File: src/rtl/capture_readout_if.sv
// rtl/capture_readout_if.sv - outgoing byte stream handshake of the capture readout
interface capture_readout_if;
    logic [7:0] tx_data;
    logic       tx_valid;
    logic       tx_ready;

    modport master (
        output tx_data,
        output tx_valid,
        input  tx_ready
    );

    modport slave (
        input  tx_data,
        input  tx_valid,
        output tx_ready
    );
endinterface

File: src/rtl/capture_readout.sv
// rtl/capture_readout.sv - post-trigger capture control and sample buffer dump (optional header via READOUT_HEADER_EN)
module capture_readout #(
    parameter int AW  = 10,
    parameter int PRE = 256
) (
    input  logic          clk,
    input  logic          rst,
    input  logic          trig,
    input  logic [AW-1:0] wptr_at_trig,
    output logic          cap_en,
    output logic [AW-1:0] rd_addr,
    input  logic [7:0]    rd_data,
    input  logic          rearm,
    output logic          busy,
    output logic          done,
    capture_readout_if.master tx
);

    localparam int            DEPTH  = 1 << AW;
    localparam logic [AW-1:0] PRE_A  = AW'(PRE);
    localparam logic [AW:0]   POST_N = (AW+1)'(DEPTH - PRE);
    localparam logic [AW-1:0] LAST   = AW'(DEPTH - 1);

    // S_HDR is only entered when the header option is compiled in.
    typedef enum logic [2:0] {
        S_CAPTURE,
        S_POST,
        S_HDR,
        S_READ,
        S_SEND,
        S_DONE
    } state_t;

    state_t        state;
    logic [AW:0]   post_cnt;
    logic [AW-1:0] byte_cnt;
    logic [AW-1:0] start;
    logic          rd_phase;   // 0: address just presented, 1: rd_data now valid
    logic          hdr_idx;    // which header byte is on the bus

    // Capture/readout sequencer; every output is registered here.
    always_ff @(posedge clk) begin
        if (rst) begin
            state       <= S_CAPTURE;
            cap_en      <= 1'b1;
            tx.tx_valid <= 1'b0;
            tx.tx_data  <= 8'h00;
            rd_addr     <= '0;
            busy        <= 1'b1;
            done        <= 1'b0;
            post_cnt    <= '0;
            byte_cnt    <= '0;
            start       <= '0;
            rd_phase    <= 1'b0;
            hdr_idx     <= 1'b0;
        end else begin
            done <= 1'b0;
            case (state)
                S_CAPTURE: begin
                    if (trig) begin
                        start    <= wptr_at_trig - PRE_A;
                        post_cnt <= POST_N;
                        state    <= S_POST;
                    end
                end
                S_POST: begin
                    post_cnt <= post_cnt - 1'b1;
                    if (post_cnt == (AW+1)'(1)) begin
                        cap_en   <= 1'b0;
                        rd_addr  <= start;
                        byte_cnt <= '0;
                        rd_phase <= 1'b0;
`ifdef READOUT_HEADER_EN
                        tx.tx_data  <= 8'hA5;
                        tx.tx_valid <= 1'b1;
                        hdr_idx     <= 1'b0;
                        state       <= S_HDR;
`else
                        state       <= S_READ;
`endif
                    end
                end
                S_HDR: begin
                    // tx_valid is held high for both header bytes.
                    if (tx.tx_ready) begin
                        if (!hdr_idx) begin
                            tx.tx_data <= 8'h5A;
                            hdr_idx    <= 1'b1;
                        end else begin
                            tx.tx_valid <= 1'b0;
                            state       <= S_READ;
                        end
                    end
                end
                S_READ: begin
                    // Wait one cycle for the synchronous RAM before loading.
                    if (!rd_phase) begin
                        rd_phase <= 1'b1;
                    end else begin
                        tx.tx_data  <= rd_data;
                        tx.tx_valid <= 1'b1;
                        state       <= S_SEND;
                    end
                end
                S_SEND: begin
                    if (tx.tx_ready) begin
                        tx.tx_valid <= 1'b0;
                        rd_addr     <= rd_addr + 1'b1;
                        byte_cnt    <= byte_cnt + 1'b1;
                        rd_phase    <= 1'b0;
                        if (byte_cnt == LAST) begin
                            state <= S_DONE;
                            busy  <= 1'b0;
                            done  <= 1'b1;
                        end else begin
                            state <= S_READ;
                        end
                    end
                end
                S_DONE: begin
                    if (rearm) begin
                        state  <= S_CAPTURE;
                        cap_en <= 1'b1;
                        busy   <= 1'b1;
                    end
                end
                default: state <= S_CAPTURE;
            endcase
        end
    end

endmodule
File: src/flat_wrapper.sv
// flat-port wrapper written by rule: the top's interface ports become plain ports
module capture_readout_flat 
#(
    parameter int AW  = 10,
    parameter int PRE = 256
)
  (clk, rst, trig, wptr_at_trig, cap_en, rd_addr, rd_data, rearm, busy, done, tx_tx_data, tx_tx_valid, tx_tx_ready);
  capture_readout_if tx_i ();
  input  logic clk;
  input  logic rst;
  input  logic trig;
  input  logic [AW-1:0] wptr_at_trig;
  output logic cap_en;
  output logic [AW-1:0] rd_addr;
  input  logic [7:0] rd_data;
  input  logic rearm;
  output logic busy;
  output logic done;
  output wire logic [$bits(tx_i.tx_data)-1:0] tx_tx_data;
  output wire logic [$bits(tx_i.tx_valid)-1:0] tx_tx_valid;
  input wire logic [$bits(tx_i.tx_ready)-1:0] tx_tx_ready;
  assign tx_tx_data = tx_i.tx_data;
  assign tx_tx_valid = tx_i.tx_valid;
  assign tx_i.tx_ready = tx_tx_ready;
  capture_readout #(.AW(AW), .PRE(PRE)) u_core (.clk(clk), .rst(rst), .trig(trig), .wptr_at_trig(wptr_at_trig), .cap_en(cap_en), .rd_addr(rd_addr), .rd_data(rd_data), .rearm(rearm), .busy(busy), .done(done), .tx(tx_i));
endmodule
File: config.mk
export PLATFORM = sky130hd
export DESIGN_NAME = capture_readout_flat
export DESIGN_NICKNAME = d
export VERILOG_FILES = /design/src/rtl/capture_readout_if.sv /design/src/rtl/capture_readout.sv /design/src/flat_wrapper.sv
export SDC_FILE = /design/constraint.sdc
export NUM_CORES = 1
export LEC_CHECK = 0
export BUFFER_PORTS_ARGS = -buffer_cell sky130_fd_sc_hd__buf_2
export CORE_MARGIN = 2
export CORE_UTILIZATION = 29
export DETAILED_ROUTE_END_ITERATION = 7
export PLACE_DENSITY_LB_ADDON = 0.15
export SYNTH_ARGS = -nofsm -noshare
export SYNTH_HDL_FRONTEND = slang
export SYNTH_SLANG_ARGS = --single-unit
File: constraint.sdc
create_clock -name clk -period 4 [get_ports clk]
set_input_delay 0.8 -clock clk [delete_from_list [all_inputs] [get_ports clk]]
set_output_delay 0.8 -clock clk [all_outputs]
set_load 0.02 [all_outputs]
After elaboration in Yosys (flattened, before gate mapping):

Index checks and enable logic that the tools add are counted.

* $add $sub $neg: 4
* $mul: 0
* divide/modulo/power cells: 0
* magnitude comparators: 0
* eq/ne operators: 16
* shift operators: 0
* multiplexer cells: 34
* bitwise operators: 2
* reductions and logical operators: 19

Operators by type and width (number)
* $mux 10: 4
* $pmux 10 s2: 2
* $mux 3: 8
* $mux 8: 3
* $pmux 11 s2: 1
* $add 10x1->10 const B: 2
* $pmux 3 s6: 1
* $pmux 8 s2: 1
* $eq 11x1->1 const B: 1
* $mux 11: 1
* $sub 11x1->11 const B: 1
* $eq 10x10->1 const B: 1
* $ne 2x2->1 const B: 5
* $reduce_bool 2->1: 5
* $sub 10x9->10 const B: 1
* $mux 1: 9
* $reduce_and 3->1: 3
* $ne 2x1->1 const B: 4
* $reduce_and 4->1: 2
* $reduce_and 7->1: 1
* $eq 3x2->1 const B: 2
* $eq 3x3->1 const B: 2
* $pmux 1 s3: 2
* $reduce_and 2->1: 3
* other kinds (7): 10

* register bits: 58
* bits in latches: 0
* memory bits (writable): 0
* memory bits (read-only): 0
* input bits: 23
* output and inout bits: 22
* logic and storage cells: 87
* memories: 0

Depth between registers and ports, before layout:

Gate-level depths: netlist (run 1).

* word-level depth: 4
* mapped depth: 8
* mapped depth without buffers: 7

Least setup slack after synthesis (run 1):

No wires, ideal clock.

* kind: input to register
* start point: in rst
* end point: reg u_core.byte_cnt[7]
* library setup time: 69 ps
* arrival time: 1821 ps
* required time: 3931 ps
* setup slack: 2110 ps
* stages: 4
* buffers on the path: 1
* cells stage by stage: clkbuf_1 or2_2 or4_1 o21ai_1

RTL lines
* start: declaration: line flat_wrapper.sv:10 `input logic rst;`
* end signal: assignment: line capture_readout.sv:109 `byte_cnt <= byte_cnt + 1'b1;`
* end: declaration: line capture_readout.sv:36 `logic [AW-1:0] byte_cnt;`

Worst setup path in the final report (run 1):

* start point: reg u_core.state[0]
* end point: reg u_core.byte_cnt[7]

* cells in the longest elaborated chain, start to end: 3
* elaborated cells between the ends (all ways): 7
* classes of those cells: eq/ne: 4; mux: 1; reduce/logical: 2

RTL lines
* start: declaration: line capture_readout.sv:34 `state_t state;`
* start signal: assignment: line capture_readout.sv:44 `state <= S_CAPTURE;`
* start signal: assignment: line capture_readout.sv:63 `state <= S_POST;`
* start signal: assignment: line capture_readout.sv:79 `state <= S_READ;`
* $eq 3x1->1 or $eq 3x3->1 (tied branches): line capture_readout.sv:58 `case (state)`
* $ne 2x1->1 (no line) (tied with other cells)
* $reduce_and 3->1 (no line)

Several ways; a longest one is shown, not always the timed one.
A chain may end at the register's enable or synchronous reset.

==> impl.org, run 1 <==
** Run status
- Status :: completed

** Yosys
- By area, the combinational part of the netlist is dominated by simple AND/OR/NAND/NOR gates.
- Counting flops with a built-in enable in the synthesized netlist gives 0.
- Synthesized-area fraction occupied by and/or/nand/nor cells :: 30.7%
- XOR/XNOR Fraction of Synth Area :: 1.28%
- Number of distinct library cells after synthesis :: 52
- Synthesized area :: 0.00273 mm^2
- Yosys warnings :: 0
- Post-Synthesis Cells :: 348
- Dividing the synthesized area by the synthesized cell count gives 7.85 um^2.
- Synthesis produced a netlist with a net count of 375.
- In this run, synthesis produced a sequential element count of 58.
- Summing the areas of all compound-gate instances in the mapped netlist gives 19.8% of the synthesized area.
- Post-synthesis share of cell area spent on full adders, half adders and majority gates :: 1.83%
- The most used flip-flop cell after synthesis is sky130_fd_sc_hd__dfxtp_1.
- Proportion of synthesized chip area in sequential cells :: 42.5%
- For this run, asynchronously set or reset flops after synthesis account for 0%.
- Multiplexer cells account for 0.367% of the synthesized area.

** Setup path
- The setup check on the worst reg-to-reg path leaves a slack of 1.66 ns.
- The startpoint identified for the worst register-to-register timing path is u_core.state[0]$_SDFFE_PP0P_.
- Highest cell delay on the worst timing path :: 0.71 ns
- Required time of the worst setup path :: 4.26 ns
- Maximum net fanout on the critical path :: 20
- Crit path DAT :: 2.60 ns
- Cell depth of the worst flop-to-flop path :: 5
- Crit start category :: flip-flop
- The endpoint identified for the worst register-to-register timing path is u_core.byte_cnt[7]$_SDFFE_PP0P_.
- Cell with the largest stage delay on the worst path :: sky130_fd_sc_hd__dfxtp_1
- The critical path contains buffers and inverters numbering 0 combined.
- Type of the setup path with the least slack :: flip-flop to flip-flop
- Crit-path leading delay family :: simple AND/OR/NAND/NOR gates
- STA classifies the critical path endpoint as a flip-flop.
- The critical path goes through nor3b_4, and4_4, nor2_2, or4_1, o21ai_1.

** Floorplanning
- Core footprint :: 0.00920 mm^2
- For this design the top-level I/O count stands at 45.
- Die area :: 0.0102 mm^2
- Once the floorplan was initialized, standard cells occupied 29.7% of the core.
- Count of standard-cell rows :: 35
- The die is 101 um wide.
- Die Y-Extent :: 101 um

** Placed design
- GPL Wtd Cong :: 0.744
- # port buffers :: 44
- HPWL after detailed placement :: 4580 um

** Route
- Dividing the detail-routed via count by the number of cells gives 5.11.
- The count of nets left with antenna violations once routing finished came out at 0.
- Number of DRC markers in iteration 0 :: 96
- After detailed routing, the average wire length per cell comes to 13.6 um.
- Wirelength, routed :: 6840 um
- Detailed-routed wire length on met2 :: 3120 um
- In the detailed route, the total length drawn on met3 is 285 um.
- Via Count :: 2571
- The first TritonRoute pass finished after 7 iterations.
- Number of DRC violations after detailed routing :: 0
- Signal routing reaches up to met4.
- Routed met1 length :: 3380 um

** Clocking
- Clock root cell :: sky130_fd_sc_hd__clkbuf_8
- TritonCTS built the clock tree.
- CTS Hold Buffers Added :: 0
- Clock slew at the register clock pins of the worst setup and hold paths :: 0.07 ns
- The clock reaches the later pin of the worst-skew pair after 0.33 ns.
- In this run, CTS created clock tree buffers numbering 9.
- In this run the deepest clock path goes through 2 buffers.
- H-tree depth :: 3
- The clock drives 58 sinks.
- In this run, post-CTS repair resized a total of 0 instances.
- Buffer count from post-CTS setup fixing :: 0

** Layout
- Number of inserted filler cells in the final layout :: 989
- For this run, the post-layout net count is 414.
- Of the cells placed in the final design, the portion with a size suffix greater than 1 is 19.1%.
- Compared with the post-synthesis result, the final layout area differs by 19.0%.
- Share of the core filled with cells in the final layout :: 35.3%
- 0 antenna diodes ended up in the layout.

** Global routing
- The total overflow left after global routing is 0.
- All-layer global routing usage :: 14.0%
- Global-route wire length before repair :: 11400 um
- Entering global routing, the biggest net connects 55 pins.
- Vias in the first global route :: 2315
- Number of antenna violations at the first check in global routing :: 0

** STA
- Post-layout min period :: 2.34 ns
- Timing-limited maximum frequency :: 428 MHz
- Adding up every negative setup slack in the final design gives 0 ns.
- Period utilization :: 58.5%
- RSZ-0062 raised after global routing :: no
- Pins Over Slew Limit :: 0
- Final Setup Violations :: 0
- Setup clock skew after layout :: 0.00831 ns
- Relative slew slack :: 49.8%
- For the pin with the worst max-slew slack, the measured transition is 0.753 ns.
- Final hold vios :: 0

** Hold path
- Number of cells on the worst hold path :: 2
- Start point of the worst min-delay path :: u_core.start[9]$_SDFFE_PP0P_
- End point of the most critical hold path :: u_core.start[9]$_SDFFE_PP0P_
- The min-delay analysis places its worst path in the category flip-flop to flip-flop.

** Power and ir drop
- Dividing total power by cell area gives a power density of 450 mW/mm^2.
- Static power due to leakage :: 1.25 nW
- Worst-case vdd ir drop :: 0.187 mV

** Flow run
- Across the run, the number of max-cap violations was 0.
[power breakdown]
| part | switching (mW) | total, mW | leakage (nW) | internal, mW |
|---|---|---|---|---|
| Clock | 0.234 | 0.597 | 0.116 | 0.363 |
| Sequential | 0.0473 | 0.663 | 0.471 | 0.615 |
| Combinational | 0.117 | 0.203 | 0.663 | 0.0864 |
| Total | 0.398 | 1.46 | 1.25 | 1.07 |
[per-layer routing]
metal	global-route usage (%)	vias up
met4	3.43	0
li1	-	1317
met3	4.44	5
met2	22.1	45
met5	0	-
met1	18.5	1204
[per-stage QoR]
step / cell area (um^2) / cells / power (mW) / hold WS (ns) / worst slack, ns
6_report: 3250 / 503 / 1.46 / 0.457 / 1.66
5_1_grt: 3250 / 503 / 1.55 / 0.470 / 1.49
4_1_cts: 3250 / 503 / 1.49 / 0.458 / 1.66
3_5_place_dp: 3030 / 487 / 0.881 / 0.450 / 1.69
3_3_place_gp: 3030 / 487 / 0.880 / 0.448 / 1.77
2_1_floorplan: 2730 / 348 / 0.825 / 0.432 / 2.11
[sequential cells by signal (all words and copies together), names as in the netlist]
| name | count |
|---|---|
| u_core.busy | 1 |
| u_core.byte_cnt | 10 |
| u_core.cap_en | 1 |
| u_core.done | 1 |
| u_core.hdr_idx | 1 |
| u_core.post_cnt | 11 |
| u_core.rd_addr | 10 |
| u_core.rd_phase | 1 |
| u_core.start | 10 |
| u_core.state | 3 |
| u_core.tx.tx_data | 8 |
| u_core.tx.tx_valid | 1 |
[placed cells by master (no fill, tap or decap), drive strengths merged, types with 2 or more instances in the layout]
cell type   n
ha          4
buf        46
nor2b       2
a311oi      5
clkinv      4
nor2       51
o211ai      2
a21oi      38
or3         2
a22oi       5
or2         7
nor4        2
nand2b      4
o31ai       3
xor2        3
nor3       14
nor3b       2
bufinv      2
nand4b      2
nand3      15
or4         2
and3        3
clkbuf     10
inv         6
o21ai      16
a31oi       4
a211oi      5
and2        2
nand4       4
and4        3
dfxtp      58
nand2      50
[synth_stat cells (2+ instances only)]
library cell                n  area (um^2)
sky130_fd_sc_hd__a22oi_1    5         37.5
sky130_fd_sc_hd__clkbuf_1  13         48.8
sky130_fd_sc_hd__o31ai_1    3         22.5
sky130_fd_sc_hd__and3_1     3         18.8
sky130_fd_sc_hd__or3_1      2         12.5
sky130_fd_sc_hd__nand2b_1   4         25.0
sky130_fd_sc_hd__a311oi_1   5         43.8
sky130_fd_sc_hd__buf_2      4         20.0
sky130_fd_sc_hd__nand4b_1   2         17.5
sky130_fd_sc_hd__nand2_1   50          188
sky130_fd_sc_hd__nand3_1   15         75.1
sky130_fd_sc_hd__xor2_1     3         26.3
sky130_fd_sc_hd__nand4_1    4         25.0
sky130_fd_sc_hd__nor2_1    50          188
sky130_fd_sc_hd__a31oi_1    4         25.0
sky130_fd_sc_hd__o21ai_0   15         75.1
sky130_fd_sc_hd__nor2b_1    2         12.5
sky130_fd_sc_hd__inv_1      6         22.5
sky130_fd_sc_hd__or4_1      2         15.0
sky130_fd_sc_hd__and4_1     2         17.5
sky130_fd_sc_hd__dfxtp_1   58         1160
sky130_fd_sc_hd__o211ai_1   2         15.0
sky130_fd_sc_hd__a211oi_1   5         37.5
sky130_fd_sc_hd__nor3_1    14         70.1
sky130_fd_sc_hd__ha_1       4         50.1
sky130_fd_sc_hd__and2_1     2         12.5
sky130_fd_sc_hd__a21oi_1   38          190
sky130_fd_sc_hd__or2_2      7         43.8
[layout make-up]
type	count	area [um^2]	share of cell area [%]
timing repair buffer	46	235	7.24
multi-input combinational	266	1470	45.4
sequential	58	1160	35.7
clock inverter	6	80.1	2.46
inverter	6	22.5	0.693
tap	111	139	4.27
clock buffer	10	138	4.24
[worst register-to-register path, stage by stage (launching register included)]
cell and delay [ns]:
sky130_fd_sc_hd__dfxtp_1 0.71, sky130_fd_sc_hd__nor3b_4 0.48, sky130_fd_sc_hd__and4_4 0.34, sky130_fd_sc_hd__nor2_2 0.13
sky130_fd_sc_hd__or4_1 0.52, sky130_fd_sc_hd__o21ai_1 0.08
[worst max-delay path by stage]
stage,cells past startpoint,start,endpoint
floorplan,4,rst,u_core.byte_cnt[7]$_SDFFE_PP0P_
global placement,5,u_core.state[0]$_SDFFE_PP0P_,u_core.byte_cnt[7]$_SDFFE_PP0P_
detailed placement,5,u_core.state[0]$_SDFFE_PP0P_,u_core.byte_cnt[7]$_SDFFE_PP0P_
CTS,5,u_core.state[0]$_SDFFE_PP0P_,u_core.byte_cnt[7]$_SDFFE_PP0P_
global route,5,u_core.state[0]$_SDFFE_PP0P_,u_core.byte_cnt[7]$_SDFFE_PP0P_
finish,5,u_core.state[0]$_SDFFE_PP0P_,u_core.byte_cnt[7]$_SDFFE_PP0P_
[cells by family (layout without fill, tap and decap cells)]
group,count (synthesis),after routing
adders and majority gates,4,4
buffers and inverters,24,68
and+or+nand+nor,169,169
DFF,58,58
muxes,1,1
AOI/OAI and AO/OA,88,88
xor gates and xnor gates,4,4
Power figures use the tool's default switching activity.
==> run 2, diff against run 1 <==
Clock period 4 ns to 2.1 ns, I/O delays scaled along.
==> run 2 against run 1 <==
  * Sequential share of layout area decreased by 0.78 points
  * Global-route usage grew 0.65 points
  * Non-clock buffer count up 11
  * Die area unchanged
  * Hold slack lost 0.17 ns
  * Clock-buffer cell count rose by 1
  * Clock power rose by 74%
  * Critical endpoint unchanged
  * Largest cell class unchanged
  * Largest power group unchanged
  * Highest routed layer unchanged
==> impl.org, run 2 (same netlist as run 1, synthesis figures left out) <==
** Layout
- The diode insertion count for antenna repair is 0 (unchanged).
- Reg area :: 0.00116 mm^2 (unchanged)
- Final net count :: 425 (+2.7%)
- Flip-flop count of the largest register, all copies and words added :: 11 (unchanged)
- Compared with the post-synthesis result, the final layout area differs by 21.7%.
- The count of fill cells added during filler insertion came to 1010 (+2.1%).
- Proportion of layout cells with a drive suffix above 1 :: 21.1% (+2.0 points)
- Counting flops per register, the top entry is u_core.post_cnt.
- Commonest non-fill, non-tap cell in the layout :: sky130_fd_sc_hd__dfxtp_1
- Footprint of the multi-input gates :: 0.00147 mm^2 (unchanged)
- Commonest cells after routing, fill and taps aside :: sky130_fd_sc_hd__dfxtp_1, sky130_fd_sc_hd__nor2_1, sky130_fd_sc_hd__nand2_1

** STA
- Final hold vios :: 0 (unchanged)
- The worst clock skew on the final layout is 0.0145 ns (+0.00619 ns).
- Final Setup Violations :: 0 (unchanged)
- Relative slew slack :: 58.0% (+8.2 points)
- Setup repair after global routing left no endpoint under its margin.
- Timing-limited maximum frequency :: 530 MHz (+24%)
- The share of the clock period used by the worst path was 89.8% (+31 points).
- Setup WS post-layout :: 0.214 ns (-1.45 ns)
- Pins Over Slew Limit :: 0 (unchanged)
- Total Negative Setup Slacks :: 0 ns (unchanged)
- Post-layout min period :: 1.89 ns (-0.452 ns)
- Actual slew at the worst max-slew pin :: 0.626 ns (-0.127 ns)

** Route
- The post-detailed-route wirelength per cell is 13.7 um (+0.89%).
- Post-route antenna net violation count :: 0 (unchanged)
- The total detailed-routing wirelength was 7060 um (+3.1%).
- The total via count in the routed design came to 2631 (+2.3%).
- Number of DRC violations after detailed routing :: 0 (unchanged)
- Initial DRT Pass Iterations :: 5 (-2)
- The number of violations reported at the end of detailed-routing iteration 0 is 93 (-3.1%).
- Via density per instance :: 5.12 (+0.14%)

** Setup path
- In this run the worst setup path begins at u_core.post_cnt[1]$_SDFFE_PP0P_.
- The worst setup path is of the flip-flop to flip-flop kind.
- The buffer and inverter count on the worst path is 1 (+1).
- Critical Path, Cell by Cell :: inv_1, ha_1, nor4b_2, and4_4, or2_2, or4_1, o21ai_1
- Cell with the largest stage delay on the worst path :: sky130_fd_sc_hd__or4_1
- Crit path DAT :: 2.16 ns (-0.44 ns)
- Crit path capture :: u_core.byte_cnt[7]$_SDFFE_PP0P_
- The delay of the slowest cell on the worst path came to 0.47 ns (-0.24 ns).
- Crit-path leading delay family :: simple AND/OR/NAND/NOR gates
- Logic depth of the worst setup path including buffers :: 7 (+2)
- The critical-path maximum fanout is 6 (-70%).
- The worst setup path is launched from a flip-flop.
- Element type at the critical path end :: flip-flop
- Cell depth of the worst flop-to-flop path :: 7 (+2)
- Setup slack, reg-to-reg :: 0.21 ns (-1.45 ns)
- Capture instance of the worst register-to-register path :: u_core.byte_cnt[7]$_SDFFE_PP0P_
- Required time of the worst setup path :: 2.38 ns (-1.88 ns)
- The worst register-to-register path begins at u_core.post_cnt[1]$_SDFFE_PP0P_.

** Clocking
- The number of setup buffers added after CTS is 0 (unchanged).
- The number of clock sinks came to 58 (unchanged).
- TritonCTS built the clock tree.
- H-tree depth :: 3 (unchanged)
- Clock latency of the later-clocked register in the worst-skew pair :: 0.34 ns (about the same)
- Total CTS buffers :: 9 (unchanged)
- CTS Hold Buffers Added :: 0 (unchanged)
- Clock tree synthesis selected as its root buffer the cell sky130_fd_sc_hd__clkbuf_8.
- Clock slew at the register clock pins of the worst setup and hold paths :: 0.07 ns (about the same)
- The largest buffer count on any clock path is 2 (unchanged).
- Number of gates resized after cts :: 0 (unchanged)

** Floorplanning
- Effective utilization at floorplan :: 29.7% (unchanged)
- Die Y-Extent :: 101 um (unchanged)
- The number of placed I/O pins was 45 (unchanged).
- The die width came to 101 um (unchanged).
- The site row count was 35 (unchanged).
- The core outline area came to 0.00920 mm^2 (unchanged).
- Die area :: 0.0102 mm^2 (unchanged)

** Global routing
- Global-route wire length before repair :: 11800 um (+3.4%)
- Vias in the first global route :: 2383 (+2.9%)
- The initial antenna violation count came to 0 (unchanged).
- The maximum number of pins on one net before global-route repair came to 55 (unchanged).
- Leftover overflow at the end of global routing :: 0 (unchanged)
- All-layer global routing usage :: 14.6% (+0.65 points)

** Power and ir drop
- Overall power of the completed layout :: 2.72 mW (+86%)
- Pwr dens :: 820 mW/mm^2 (+82%)
- The maximum ir drop on the vdd rail came to 0.273 mV (+46%).
- The total leakage power came to 1.30 nW (+3.6%).

** Placed design
- GPL Wtd Cong :: 0.763 (+2.7%)
- The number of I/O port buffers is 44 (unchanged).
- HPWL after detailed placement :: 4840 um (+5.6%)
- The worst setup slack after placement was 0.211 ns (-1.48 ns).

** Hold path
- The worst hold path belongs to the class input pin to flip-flop.

** Flow run
- Max Cap Violations :: 0 (unchanged)

** Run status
- Status :: completed
-- run 2: worst min-delay path by stage --
stage,startpoint,end,slack (ns),cells after the start
after detailed placement,u_core.start[5]$_SDFFE_PP0P_,u_core.start[5]$_SDFFE_PP0P_,0.45,2
after CTS,wptr_at_trig[8],u_core.start[8]$_SDFFE_PP0P_,0.27,2
after floorplan,u_core.start[9]$_SDFFE_PP0P_,u_core.start[9]$_SDFFE_PP0P_,0.43,2
after global placement,u_core.start[5]$_SDFFE_PP0P_,u_core.start[5]$_SDFFE_PP0P_,0.45,2
final,wptr_at_trig[8],u_core.start[8]$_SDFFE_PP0P_,0.28,2
after global routing,wptr_at_trig[8],u_core.start[8]$_SDFFE_PP0P_,0.27,2
-- run 2: worst register-to-register path, cell delays in order, from the launching register on --
cell and delay, ns:
sky130_fd_sc_hd__dfxtp_1 0.34, sky130_fd_sc_hd__inv_1 0.06, sky130_fd_sc_hd__ha_1 0.17, sky130_fd_sc_hd__nor4b_2 0.17, sky130_fd_sc_hd__and4_4 0.22, sky130_fd_sc_hd__or2_2 0.33, sky130_fd_sc_hd__or4_1 0.47, sky130_fd_sc_hd__o21ai_1 0.08
-- run 2: layout make-up --
cell class              count  area share (%)
clock buffers              11            4.26
clock inverters             5            1.62
inverters                   6           0.678
multi-input cells         266            44.4
flip-flops and latches     58            35.0
well taps                 111            4.18
repair buffers             57            9.94
-- run 2: per-stage QoR --
stage	hold slack, ns	std cells	area (um^2)	util [%]
6_report	0.284	514	3320	36.1
5_1_grt	0.272	514	3320	36.1
4_1_cts	0.270	514	3320	36.1
3_5_place_dp	0.451	498	3130	34.0
3_3_place_gp	0.447	498	3130	34.0
2_1_floorplan	0.432	348	2730	-
-- run 2: per-layer routing --
metal / share of wire (%) / vias up / global-route usage [%] / wire, um
met5: 0 / - / 0 / 0
met4: 1.4 / 0 / 4.26 / 97
met3: 4.6 / 9 / 4.72 / 325
met2: 45 / 68 / 22.9 / 3210
met1: 48 / 1219 / 19.3 / 3420
li1: - / 1335 / - / -
-- run 2: power breakdown --
part | internal [mW] | leakage, nW | switching, mW
Combinational | 0.189 | 0.721 | 0.247
Sequential | 1.17 | 0.471 | 0.0750
Clock | 0.577 | 0.103 | 0.464
Total | 1.94 | 1.30 | 0.786
